**config.mk**
```make
export PLATFORM = sky130hd
export DESIGN_NAME = disp_rd_master
export DESIGN_NICKNAME = d
export VERILOG_FILES = /design/src/rtl/disp_rd_master.sv
export SDC_FILE = /design/constraint.sdc
export NUM_CORES = 1
export LEC_CHECK = 0
export BUFFER_PORTS_ARGS = -buffer_cell sky130_fd_sc_hd__buf_2
export CORE_MARGIN = 2
export CORE_UTILIZATION = 23
export CTS_CLUSTER_SIZE = 25
export DETAILED_ROUTE_END_ITERATION = 8
export PLACE_DENSITY = 0.49
export SLEW_MARGIN = 10
export SYNTH_ARGS = -nofsm -noshare
export SYNTH_HDL_FRONTEND = slang
export SYNTH_SLANG_ARGS = --single-unit
```
**constraint.sdc**
```tcl
create_clock -name ACLK -period 3.8 [get_ports ACLK]
set_input_delay 0.19 -clock ACLK [delete_from_list [all_inputs] [get_ports ACLK]]
set_output_delay 0.19 -clock ACLK [all_outputs]
set_load 0.005 [all_outputs]
```
**src/rtl/disp_rd_master.sv**
```systemverilog
// rtl/disp_rd_master.sv - AXI4 read master streaming one display frame into the pixel FIFO
module disp_rd_master #(
    parameter int ADDR_W      = 32,
    parameter int DATA_BYTES  = 8,
    parameter int BURST_BEATS = 16,
    parameter int MAX_OUTST   = 4,
    parameter int FSIZE_W     = 24,
    parameter int LVL_W       = 10
) (
    input  logic               ACLK,
    input  logic               ARST,
    output logic [ADDR_W-1:0]  ARADDR,
    output logic [7:0]         ARLEN,
    output logic               ARVALID,
    input  logic               ARREADY,
    input  logic               RVALID,
    input  logic               RLAST,
    input  logic [1:0]         RRESP,
    output logic               RREADY,
    input  logic               AXISTART,
    input  logic               DISPON,
    input  logic [ADDR_W-1:0]  DISPADDR,
    input  logic [FSIZE_W-1:0] FRAMEBYTES,
    input  logic [LVL_W-1:0]   FIFOFREE,
    output logic               BUSY,
    output logic               FRAMEDONE,
    output logic               RERR
);
    localparam int BURST_BYTES = BURST_BEATS * DATA_BYTES;
    localparam int OFF_W       = FSIZE_W + 1;
    localparam int OUT_W       = $clog2(MAX_OUTST + 1);
    localparam int PEND_W      = $clog2(MAX_OUTST * BURST_BEATS + 1);
    localparam int CMP_W       = ((LVL_W > PEND_W) ? LVL_W : PEND_W) + 1;

    typedef enum logic [1:0] {IDLE, ISSUE, DRAIN, DONE} state_t;

    state_t             state;
    logic [2:0]         start_ff;
    logic [ADDR_W-1:0]  base;
    logic [FSIZE_W-1:0] fsize;
    logic [OFF_W-1:0]   offset;
    logic [OUT_W-1:0]   outst;
    logic [PEND_W-1:0]  pend;
    logic               aborted;

    logic dispstart;
    logic ar_hs;
    logic r_last;
    logic more;
    logic credit_ok;

    assign dispstart = DISPON & (start_ff[2:1] == 2'b01);
    assign ar_hs     = ARVALID & ARREADY;
    assign r_last    = RVALID & RLAST;
    assign more      = offset < {1'b0, fsize};
    // A burst may only be requested once its beats are guaranteed to fit in the FIFO
    assign credit_ok = (CMP_W'(FIFOFREE) >= CMP_W'(pend) + CMP_W'(BURST_BEATS))
                       && (outst < OUT_W'(MAX_OUTST));
    assign ARLEN     = 8'(BURST_BEATS - 1);
    assign RREADY    = RVALID;

    always_ff @(posedge ACLK) begin
        if (ARST) begin
            state     <= IDLE;
            start_ff  <= 3'b000;
            base      <= '0;
            fsize     <= '0;
            offset    <= '0;
            outst     <= '0;
            pend      <= '0;
            aborted   <= 1'b0;
            ARVALID   <= 1'b0;
            ARADDR    <= '0;
            BUSY      <= 1'b0;
            FRAMEDONE <= 1'b0;
            RERR      <= 1'b0;
        end else begin
            start_ff  <= {start_ff[1:0], AXISTART};
            FRAMEDONE <= 1'b0;

            case ({ar_hs, r_last})
                2'b10:   outst <= outst + 1'b1;
                2'b01:   if (outst != '0) outst <= outst - 1'b1;
                default: ;
            endcase

            if (ar_hs && RVALID)
                pend <= pend + PEND_W'(BURST_BEATS - 1);
            else if (ar_hs)
                pend <= pend + PEND_W'(BURST_BEATS);
            else if (RVALID && pend != '0)
                pend <= pend - 1'b1;

            if (RVALID && RRESP != 2'b00)
                RERR <= 1'b1;

            if (ar_hs) begin
                ARVALID <= 1'b0;
                offset  <= offset + OFF_W'(BURST_BYTES);
            end

            case (state)
                IDLE: begin
                    if (dispstart) begin
                        state   <= ISSUE;
                        BUSY    <= 1'b1;
                        base    <= DISPADDR;
                        fsize   <= FRAMEBYTES;
                        offset  <= '0;
                        RERR    <= 1'b0;
                        aborted <= 1'b0;
                    end
                end
                ISSUE: begin
                    if (!DISPON)
                        aborted <= 1'b1;
                    // A pending request is never retracted, so decisions wait for ARVALID low
                    if (!ARVALID) begin
                        if (!more || !DISPON) begin
                            state <= DRAIN;
                        end else if (credit_ok) begin
                            ARVALID <= 1'b1;
                            ARADDR  <= base + ADDR_W'(offset);
                        end
                    end
                end
                DRAIN: begin
                    if (!DISPON)
                        aborted <= 1'b1;
                    if (outst == '0) begin
                        if (aborted || !DISPON) begin
                            state <= IDLE;
                            BUSY  <= 1'b0;
                        end else begin
                            state     <= DONE;
                            FRAMEDONE <= 1'b1;
                        end
                    end
                end
                default: begin
                    state <= IDLE;
                    BUSY  <= 1'b0;
                end
            endcase
        end
    end
endmodule

```
Word-level counts from Yosys, hierarchy flattened --
Cells that the tools add are included.
Cells by class: add/subtract/negate cells 8, order comparisons 3, equal/unequal tests 12, multiplexer cells 30, bitwise operators 8, reduce and logical (&&, ||, !) cells 24
Operator list (count):
- 25-bit 2-to-1 mux | 3
- 32-bit by 25-bit adder with 32-bit output | 1
- 25-bit by 8-bit adder with 25-bit output (second input constant) | 1
- 25-bit by 24-bit less-than comparator with 1-bit output | 1
- 7-bit 2-to-1 mux | 3
- 1-bit 2-to-1 mux | 14
- 2-bit != test (second input constant) | 7
- 4-bit AND reduction | 3
- 10-bit by 8-bit >= comparator with 1-bit output | 1
- 2-bit 2-to-1 mux | 5
- 7-bit by 5-bit adder with 8-bit output (second input constant) | 1
- 7-bit by 4-bit adder with 7-bit output (second input constant) | 1
- 7-bit by 5-bit adder with 7-bit output (second input constant) | 1
- 7-bit nonzero test | 1
- 7-bit by 1-bit subtractor with 7-bit output (second input constant) | 1
- 2-bit by 1-bit equality test with 1-bit output (second input constant) | 3
- 2-bit case mux with 3 select lines | 1
- 3-bit case mux with 2 select lines | 1
- 2-bit nonzero test | 3
- 3-bit nonzero test | 2
- 1-bit NOT | 5
- 2-bit equality test (second input constant) | 2
- 1-bit logical AND | 4
- 2-bit AND reduction | 2
- 14 further kinds | 18
Word-level totals: register bits 133, input bits 75, output and inout port bits 45

Logic depth before layout (Yosys ltp) --
Gate-level depths: netlist of run 1.
depth in word-level cells 7, gate-level depth with buffers 13

Least setup slack after synthesis of run 1 --
Ideal clock, no wire load.
path type register to register, start reg pend[5], end reg ARADDR[18], library setup time 0.095 ns, arrival 2.734 ns, required time 3.705 ns, path slack 0.971 ns, stages on the path, launching flop included 12, period minus slack after synthesis 2.829 ns, cell sequence dfxtp_1 inv_1 ha_1 inv_1 ha_1 nand4_1 or4_1 o32a_1 or3_1 buf_2 or4_1 o311ai_1
Between the ends: cells in the longest elaborated chain, start to end 4
RTL lines:
- from (decl) | RTL line 43 | logic [PEND_W-1:0] pend;
- from (signal assigned) | RTL line 88 | pend <= pend + PEND_W'(BURST_BEATS - 1);
- from (signal assigned) | RTL line 90 | pend <= pend + PEND_W'(BURST_BEATS);
- from (signal assigned) | RTL line 92 | pend <= pend - 1'b1;
- 7-bit by 5-bit adder with 8-bit output | RTL line 57 | assign credit_ok = (CMP_W'(FIFOFREE) >= CMP_W'(pend) + CMP_W'(BURST_BEATS))
- 10-bit by 8-bit >= comparator with 1-bit output | RTL line 57
- 1-bit logical AND | RTL line 58 | && (outst < OUT_W'(MAX_OUTST));
- 4-bit AND reduction (no source line)
- to (signal assigned) | RTL line 123 | ARADDR <= base + ADDR_W'(offset);
- to (decl) | RTL line 12 | output logic [ADDR_W-1:0] ARADDR,
Every way passes these cells. A chain may end at the register's enable or synchronous reset.

Worst setup path after layout of run 1 --
Ends and elaborated chain as after synthesis.

==> out/summary.md, run 1 <==
The number of flops mapped to enable cells by yosys works out to 0. Cell family contributing the most delay on the critical path: simple AND/OR/NAND/NOR gates. The vias after detailed routing came out at 5813.

The wire-length estimate of the detail-placed layout is 13.5 mm. The post-route core utilization is 0.299, and the count of input and output buffers is 111. After technology mapping, the gate count stands at 819. The layer flagged by global routing as most heavily used is met2. The detailed router finished its first iteration with 275 violations. Walking the worst path, the cells encountered are inv_1, ha_1, inv_1, ha_1, nand4_1, or4_1, o32a_1, or3_1, or4_1, o311ai_1.

Entering global routing, the biggest net connects 66 pins. In this run the worst path has a maximum fanout of 6. The run gives 0 as the DRC violation count after routing. The path with the worst hold slack has its endpoint at fsize[0]. The clock arrives with 0.00859 ns of skew.

In this run the most critical hold path is launched from FRAMEBYTES[0]. The routed design has 18.4 mm of wire. The worst setup path is captured at a flop. At the end of routability-driven placement, the weighted congestion stood at 0.799.

TritonCTS built the clock tree. The number of different library cells used by synthesis comes to 58. The proportion of synthesized flip-flops having asynchronous set or reset works out to 0.

The post-route setup TNS came out at 0 ns. Setup repair after global routing left no endpoint under its margin. The number of pins with negative max-slew slack in the final report was 0. The path class of the tightest hold or removal check is in2reg.

At the later pin of the worst-skew pair, clock insertion delay measures 0.42 ns. The tools report the area enclosed by the die boundary as 0.0295 mm^2. The first-pass iteration count of the detailed router is 4.

Measured along the y axis, the die boundary spans 172 um. For this run the aggregate overflow at the end of global routing stands at 0. Along the worst hold path, the cell count comes to 3. The share of final-layout standard cells stronger than drive strength 1 was 0.161. Leaving out fill and tap cells, the most frequent cell in the layout is sky130_fd_sc_hd__nand2_1.

The met3 usage came out at 0.0306. Of all cell types, the one taking the most synthesized area is sky130_fd_sc_hd__dfxtp_1. Buffers inserted during clock tree synthesis total 17. The slowest stage of the critical path belongs to the cell sky130_fd_sc_hd__or4_1.

The logic depth of the worst register-to-register path works out to 10. The detail route stage leaves a number of antenna-violating nets equal to 0. The first-pass GRT wire length came out at 29.4 mm. The sequential element share of the synthesized area is 0.389, and the power density of the placed cells is 459 mW/mm^2.

Most common flop cell mapped by yosys: sky130_fd_sc_hd__dfxtp_1. The data arrival time of the critical path was 3.31 ns; the fmax was 335 MHz. The number of endpoints with negative hold slack in the final report is 0. The area of the mapped netlist is 0.00648 mm^2. The H-tree was split into 4 levels. Together, buffers and inverters on the worst path number 2. The number of global-route vias before repair is 5639, and the number of vias per cell after detailed routing is 4.35. A synthesized cell averages 7.91 um^2.

The multi-input combinational cells in the finished layout cover a total of 0.00363 mm^2. For this run, the slowest stage of the critical path takes 0.48 ns. The tools report the required time at the endpoint of the critical path as 4.13 ns. The chip width came out at 172 um.

The core area was 0.0278 mm^2. The net count of the finished layout is 1074. The area share of the largest cell type after synthesis is 0.389. The initial antenna violation count is 0, and the routing usage on met2 is 0.212. Number of warning messages in the yosys log: 0. Summing all flip-flop and latch instances after layout gives 0.00252 mm^2. The met1 global-route usage is 0.163. The global-route usage over all layers came out at 0.128.

The tools report the initial core utilization as 0.233. The number of hold buffers added after CTS was 29. The number of fillers in the final layout came out at 3040.

The initialized floorplan defines 61 standard-cell rows. Number of clock sinks seen by CTS: 126. For the number of cells upsized or downsized after cts, the log shows 0. The capture point of the worst reg-to-reg path is ARADDR[18]. The final critical path time including I/O delays and setup is 2.98 ns, and the average wire per standard cell is 13.7 um.

For flop-to-flop paths, the worst setup slack is 0.82 ns. Compared with the post-synthesis result, the final layout area differs by 28.2%. The tree is rooted in a sky130_fd_sc_hd__clkbuf_16.

The critical path is of the reg2reg type. The clock slew at the register clock pins of the worst setup and hold paths is 0.06 ns, and the flip-flop and latch count after synthesis is 126. The slew at the pin closest to its max-slew limit was 0.837 ns. The logs give 0 for the total inserted antenna cells and 120 for the number of top-level pins.

The worst setup path is launched from a flop. The max-cap violation count is 0, and the total setup buffers inserted after CTS is 0. The flow ran to the end, and the final reports show no timing, DRC or antenna violations. Fraction of the cycle the final worst path needs: 0.785. IR analysis of the VDD net gives a maximum drop of 0.267 mV.

Final hold analysis gives a worst-case slack of 0.00778 ns. Sorting the synthesized cells by area gives the leading types as sky130_fd_sc_hd__dfxtp_1, sky130_fd_sc_hd__nand2_1, sky130_fd_sc_hd__ha_1. In the layout the commonest cells are sky130_fd_sc_hd__nand2_1, sky130_fd_sc_hd__dfxtp_1, sky130_fd_sc_hd__a21oi_1, sky130_fd_sc_hd__buf_2, sky130_fd_sc_hd__ha_1. Worst reg2reg path startpoint: pend[5]. Counting along the longest clock path gives a buffer depth of 2.

The logs give 0 for the setup violation total in the final timing report and 0.441 for the tightest slew margin relative to the limit. The analysis attributes to cell leakage a power of 3.35 nW.
==> flip-flops by register name, summed over array words and instances, names as in the netlist, 2 cells and up <==
| register | cells |
|---|---|
| ARADDR | 32 |
| base | 32 |
| fsize | 24 |
| offset | 18 |
| outst | 3 |
| pend | 7 |
| start_ff | 3 |
| state | 2 |
==> worst min-delay path: stages <==
cell,delay [ns]
sky130_fd_sc_hd__buf_2,0.09
sky130_fd_sc_hd__nand2_1,0.05
sky130_fd_sc_hd__a21oi_1,0.05
==> cells in the mapped netlist (all sizes together) (2+ instances only) <==
cell type  count
nor3           8
conb           2
inv           41
xnor2         21
a21boi         4
nand4         12
o211ai         4
a311oi         3
nand3         24
o2111ai        2
or4            3
a21o           6
nor2          49
buf           18
nor4           3
and4           3
o21a           8
and3           4
nand2        182
nand4b         2
clkbuf        27
xor2          16
a211oi        15
mux2i          2
ha            53
nor2b          5
nand3b         5
a21oi        110
dfxtp        126
and2           3
a211o          2
or3            9
nand2b         6
o21ai         20
==> metrics by stage <==
| step | total power, mW | worst slack (ns) | instance area [um^2] | cells |
|---|---|---|---|---|
| global route | 4.01 | 0.616 | 8300 | 1336 |
| detailed placement | 2.05 | 0.818 | 7380 | 1275 |
| floorplan | 1.88 | 0.971 | 6500 | 825 |
| finish | 3.81 | 0.818 | 8300 | 1336 |
| global placement | 2.05 | 0.859 | 7380 | 1275 |
| CTS | 3.86 | 0.810 | 8300 | 1336 |
==> layer usage <==
metal	vias to the layer above	share of wire
met4	0	0.018
li1	3059	-
met3	22	0.040
met5	-	0
met1	2627	0.48
met2	105	0.47
==> power breakdown <==
group	leakage [nW]	internal (mW)	switching, mW
clock	0.309	1.11	0.658
sequential	1.02	1.39	0.0576
combinational	2.02	0.260	0.332
total	3.35	2.76	1.05
==> worst max-delay path by stage <==
stage | start | slack [ns] | cells past startpoint | end
4_1_cts | pend[5] | 0.81 | 10 | ARADDR[20]
5_1_grt | pend[4] | 0.62 | 12 | ARADDR[23]
2_1_floorplan | pend[5] | 0.97 | 11 | ARADDR[18]
3_5_place_dp | pend[5] | 0.82 | 12 | ARADDR[10]
3_3_place_gp | pend[4] | 0.86 | 10 | ARADDR[18]
6_report | pend[5] | 0.82 | 10 | ARADDR[18]
==> final cells by class <==
class	instances	area share
tap	378	0.0570
timing repair buffer	146	0.108
clock buffer	17	0.0512
multi-input combinational	613	0.437
sequential	126	0.304
clock inverter	15	0.0250
inverter	41	0.0185
==> logic make-up after synthesis <==
logic type | share of synthesized area
and+or+nand+nor | 0.219
AOI/OAI and AO/OA | 0.176
DFF | 0.389
buffers and inverters | 0.0560
adders and majority gates | 0.105
xor gates and xnor gates | 0.0500
other | 0.00116
muxes | 0.00309
(Power assumes the default switching activity.)
==> inputs of run 2 (changes only) <==
--- a/config.mk
+++ b/config.mk
@@ -10,7 +10,7 @@
 export CORE_UTILIZATION = 23
 export CTS_CLUSTER_SIZE = 25
 export DETAILED_ROUTE_END_ITERATION = 8
-export PLACE_DENSITY = 0.49
+export PLACE_DENSITY = 0.5
 export SLEW_MARGIN = 10
 export SYNTH_ARGS = -nofsm -noshare
 export SYNTH_HDL_FRONTEND = slang
==> constraint.sdc (replaced) <==
create_clock -name ACLK -period 2.4 [get_ports ACLK]
set_input_delay 0.12 -clock ACLK [delete_from_list [all_inputs] [get_ports ACLK]]
set_output_delay 0.12 -clock ACLK [all_outputs]
set_load 0.005 [all_outputs]
==> out/summary.md, run 2 (same netlist as run 1, synthesis figures left out) <==
The largest net degree at the start of global routing is 107 (+62%). The setup slack after placement is -0.414 ns (-1.23 ns). The worst setup path is captured at a flop.

The run gives 305 (+11%) as the detailed router's first-iteration violation count. The tree is rooted in a sky130_fd_sc_hd__clkbuf_16. The number of vias per cell after detailed routing was 4.37 (+0.34%); the number of clock sinks seen by CTS was 126 (unchanged). The logs give 0.00920 mm^2 (+11%) for the final cell area excluding filler cells and 2 (unchanged) for the maximum clock insertion buffer count. Routed signal wires occupy layers up through met4. The tools report the number of endpoints with negative hold slack in the final report as 0 (unchanged). The average wire per standard cell is 13.4 um (-2.3%), and the number of pins with negative max-slew slack in the final report is 0 (unchanged). The element type at the critical path start is a flop. The logs give 0.454 mV (+70%) for the worst-case vdd ir drop and -5.90 ns (-5.90 ns) for the post-route setup TNS. The critical-path maximum fanout is 4 (-2). The fraction of the cycle the final worst path needs is 1.12 (+0.337). The logs give 0.42 ns (about the same) for the insertion delay of the later-clocked pin in the worst-skew pair and -0.292 ns (-1.11 ns) for the worst setup margin.

The final critical path time including I/O delays and setup came out at 2.69 ns (-0.291 ns). The number of rows created at floorplan is 61 (unchanged), and the final HPWL from detailed placement is 14.1 mm (+5.0%). The required time at the endpoint of the critical path is 2.73 ns (-1.40 ns), and the global-route usage over all layers is 0.130 (+0.00194).

The post-route total power was 6.30 mW (+65%); the sum of routed wire length over all layers was 19.2 mm (+4.4%). The power dissipated by switching net loads was 1.71 mW (+63%). The tools report the number of global-route vias before repair as 5873 (+4.1%). The critical path is of the reg2reg type. Core area: 0.0278 mm^2 (unchanged). The leakage component of the power is 3.82 nW (+14%), and the max-cap violation count is 0 (unchanged). The flow ran to the end, but the final reports show violations. The fmax came out at 372 MHz (+11%). Area of placed instances: 0.00788 mm^2 (+6.8%). The total length of routed met2 wires was 9.27 mm (+8.4%); the area enclosed by the die boundary was 0.0295 mm^2 (unchanged). The power density of the placed cells works out to 684 mW/mm^2 (+49%). The first-pass iteration count of the detailed router came out at 4 (unchanged).

For the H-tree depth, the log shows 4 (unchanged). The initial core utilization was 0.233 (unchanged); the share of final-layout standard cells stronger than drive strength 1 was 0.215 (+0.0547). The met3 routed wirelength is 675 um (-7.5%). Total inserted antenna cells: 0 (unchanged).

The total global routing overflow was 0 (unchanged); the clock network power share was 0.441 (-0.023). The tools report the tightest slew margin relative to the limit as 0.579 (+0.138). The part of the power in registers came out at 0.363 (-0.018). Leaving out fill and tap cells, the most frequent cell in the layout is sky130_fd_sc_hd__nand2_1. The run gives 0.792 (-0.89%) as the final weighted congestion in routability-driven placement.

Clock skew after layout: 0.0100 ns (+0.00142 ns). The logs give 35 (+35) for the setup violation total in the final timing report and 29.8 mm (+1.1%) for the first-pass GRT wire length. Initial antenna violation count: 0 (unchanged). The data arrival time of the critical path was 3.02 ns (-0.29 ns); the die outline height was 172 um (unchanged). Type of the tightest min-delay check: in2reg.

In the layout the commonest cells are sky130_fd_sc_hd__nand2_1, sky130_fd_sc_hd__dfxtp_1, sky130_fd_sc_hd__a21oi_1, sky130_fd_sc_hd__buf_2, sky130_fd_sc_hd__buf_4. For the number of buffers inserted during clock tree synthesis, the log shows 17 (unchanged). The run gives 0 (unchanged) as the remaining antenna violation count. The checks that failed: setup timing.

The number of top-level pins came out at 120 (unchanged). The largest registers in the layout are ARADDR x32, base x32, fsize x24. Worst-case register-to-register setup slack: -0.29 ns (-1.11 ns). The DRC violation count after routing is 0 (unchanged).

The slew at the pin closest to its max-slew limit was 0.626 ns (-0.211 ns). For the final-stage net count, the log shows 1165 (+8.5%). Vias after detailed routing: 6230 (+7.2%). The clock slew at the register clock pins of the worst setup and hold paths works out to 0.06 ns (about the same). The count of input and output buffers works out to 111 (unchanged).

Switching portion of total power: 0.272 (-0.00336). TritonCTS built the clock tree. The combinational fraction of design power was 0.196 (+0.041).

Setup repair after global routing could not meet its margin everywhere. The area growth from synthesis to layout is 42.1%. The length of routed wiring on met1 came out at 8.93 mm (+2.1%). The chip width was 172 um (unchanged). The internal power contribution was 4.59 mW (+66%); the number of fillers in the final layout was 2963 (-2.5%).
run 2: what timing repair did:
item	CTS	global route
gates resized for setup	8	6
hold buffers	60	0
pin swaps	4	2
endpoints found under the setup margin	35	35
endpoints found under the hold margin	60	0
buffers inserted	2	0
run 2: area by class of cell:
class	count	area, um^2	area share
multi-input combinational	613	3690	0.401
sequential	126	2530	0.275
timing repair buffer	237	1720	0.187
clock buffer	21	480	0.0522
tap	378	473	0.0514
clock inverter	11	154	0.0167
inverter	41	154	0.0167
run 2: path summary, 6_finish.rpt:
kind | endpoint | cells after the start | startpoint
setup / recovery | ARADDR[18] | 10 | pend[4]
hold / removal | RERR | 3 | RRESP[1]
setup reg to reg | ARADDR[18] | 10 | pend[4]
hold reg to reg | start_ff[1] | 1 | start_ff[0]
run 2: metal layers:
layer	GRT usage	up-vias
li1	-	3233
met1	0.163	2887
met2	0.221	92
met3	0.0283	18
met4	0.0442	0
met5	0	-
run 2: metrics by stage:
stage | utilization | cells | hold WS, ns
2_1_floorplan | - | 825 | 0.248
3_3_place_gp | 0.284 | 1333 | 0.343
3_5_place_dp | 0.284 | 1333 | 0.352
4_1_cts | 0.330 | 1427 | 0.00473
5_1_grt | 0.331 | 1427 | 0.0290
6_report | 0.331 | 1427 | 0.0271
run 2: worst max-delay path: stages, from the launching register on:
cell and delay [ns]:
sky130_fd_sc_hd__dfxtp_4 0.37, sky130_fd_sc_hd__inv_2 0.06, sky130_fd_sc_hd__ha_4 0.26, sky130_fd_sc_hd__inv_2 0.04, sky130_fd_sc_hd__ha_4 0.26, sky130_fd_sc_hd__nand4_1 0.09
sky130_fd_sc_hd__or4_1 0.41, sky130_fd_sc_hd__o32a_1 0.20, sky130_fd_sc_hd__or3_4 0.36, sky130_fd_sc_hd__or4_1 0.47, sky130_fd_sc_hd__o311ai_1 0.08
run 2: power groups by stage:
stage / Sequential, mW / Combinational (mW) / Clock (mW)
floorplan: 2.32 / 0.655 / 0
global placement: 2.33 / 1.09 / 0
detailed placement: 2.33 / 1.10 / 0
CTS: 2.28 / 1.23 / 2.84
global route: 2.30 / 1.39 / 2.93
finish: 2.29 / 1.23 / 2.78
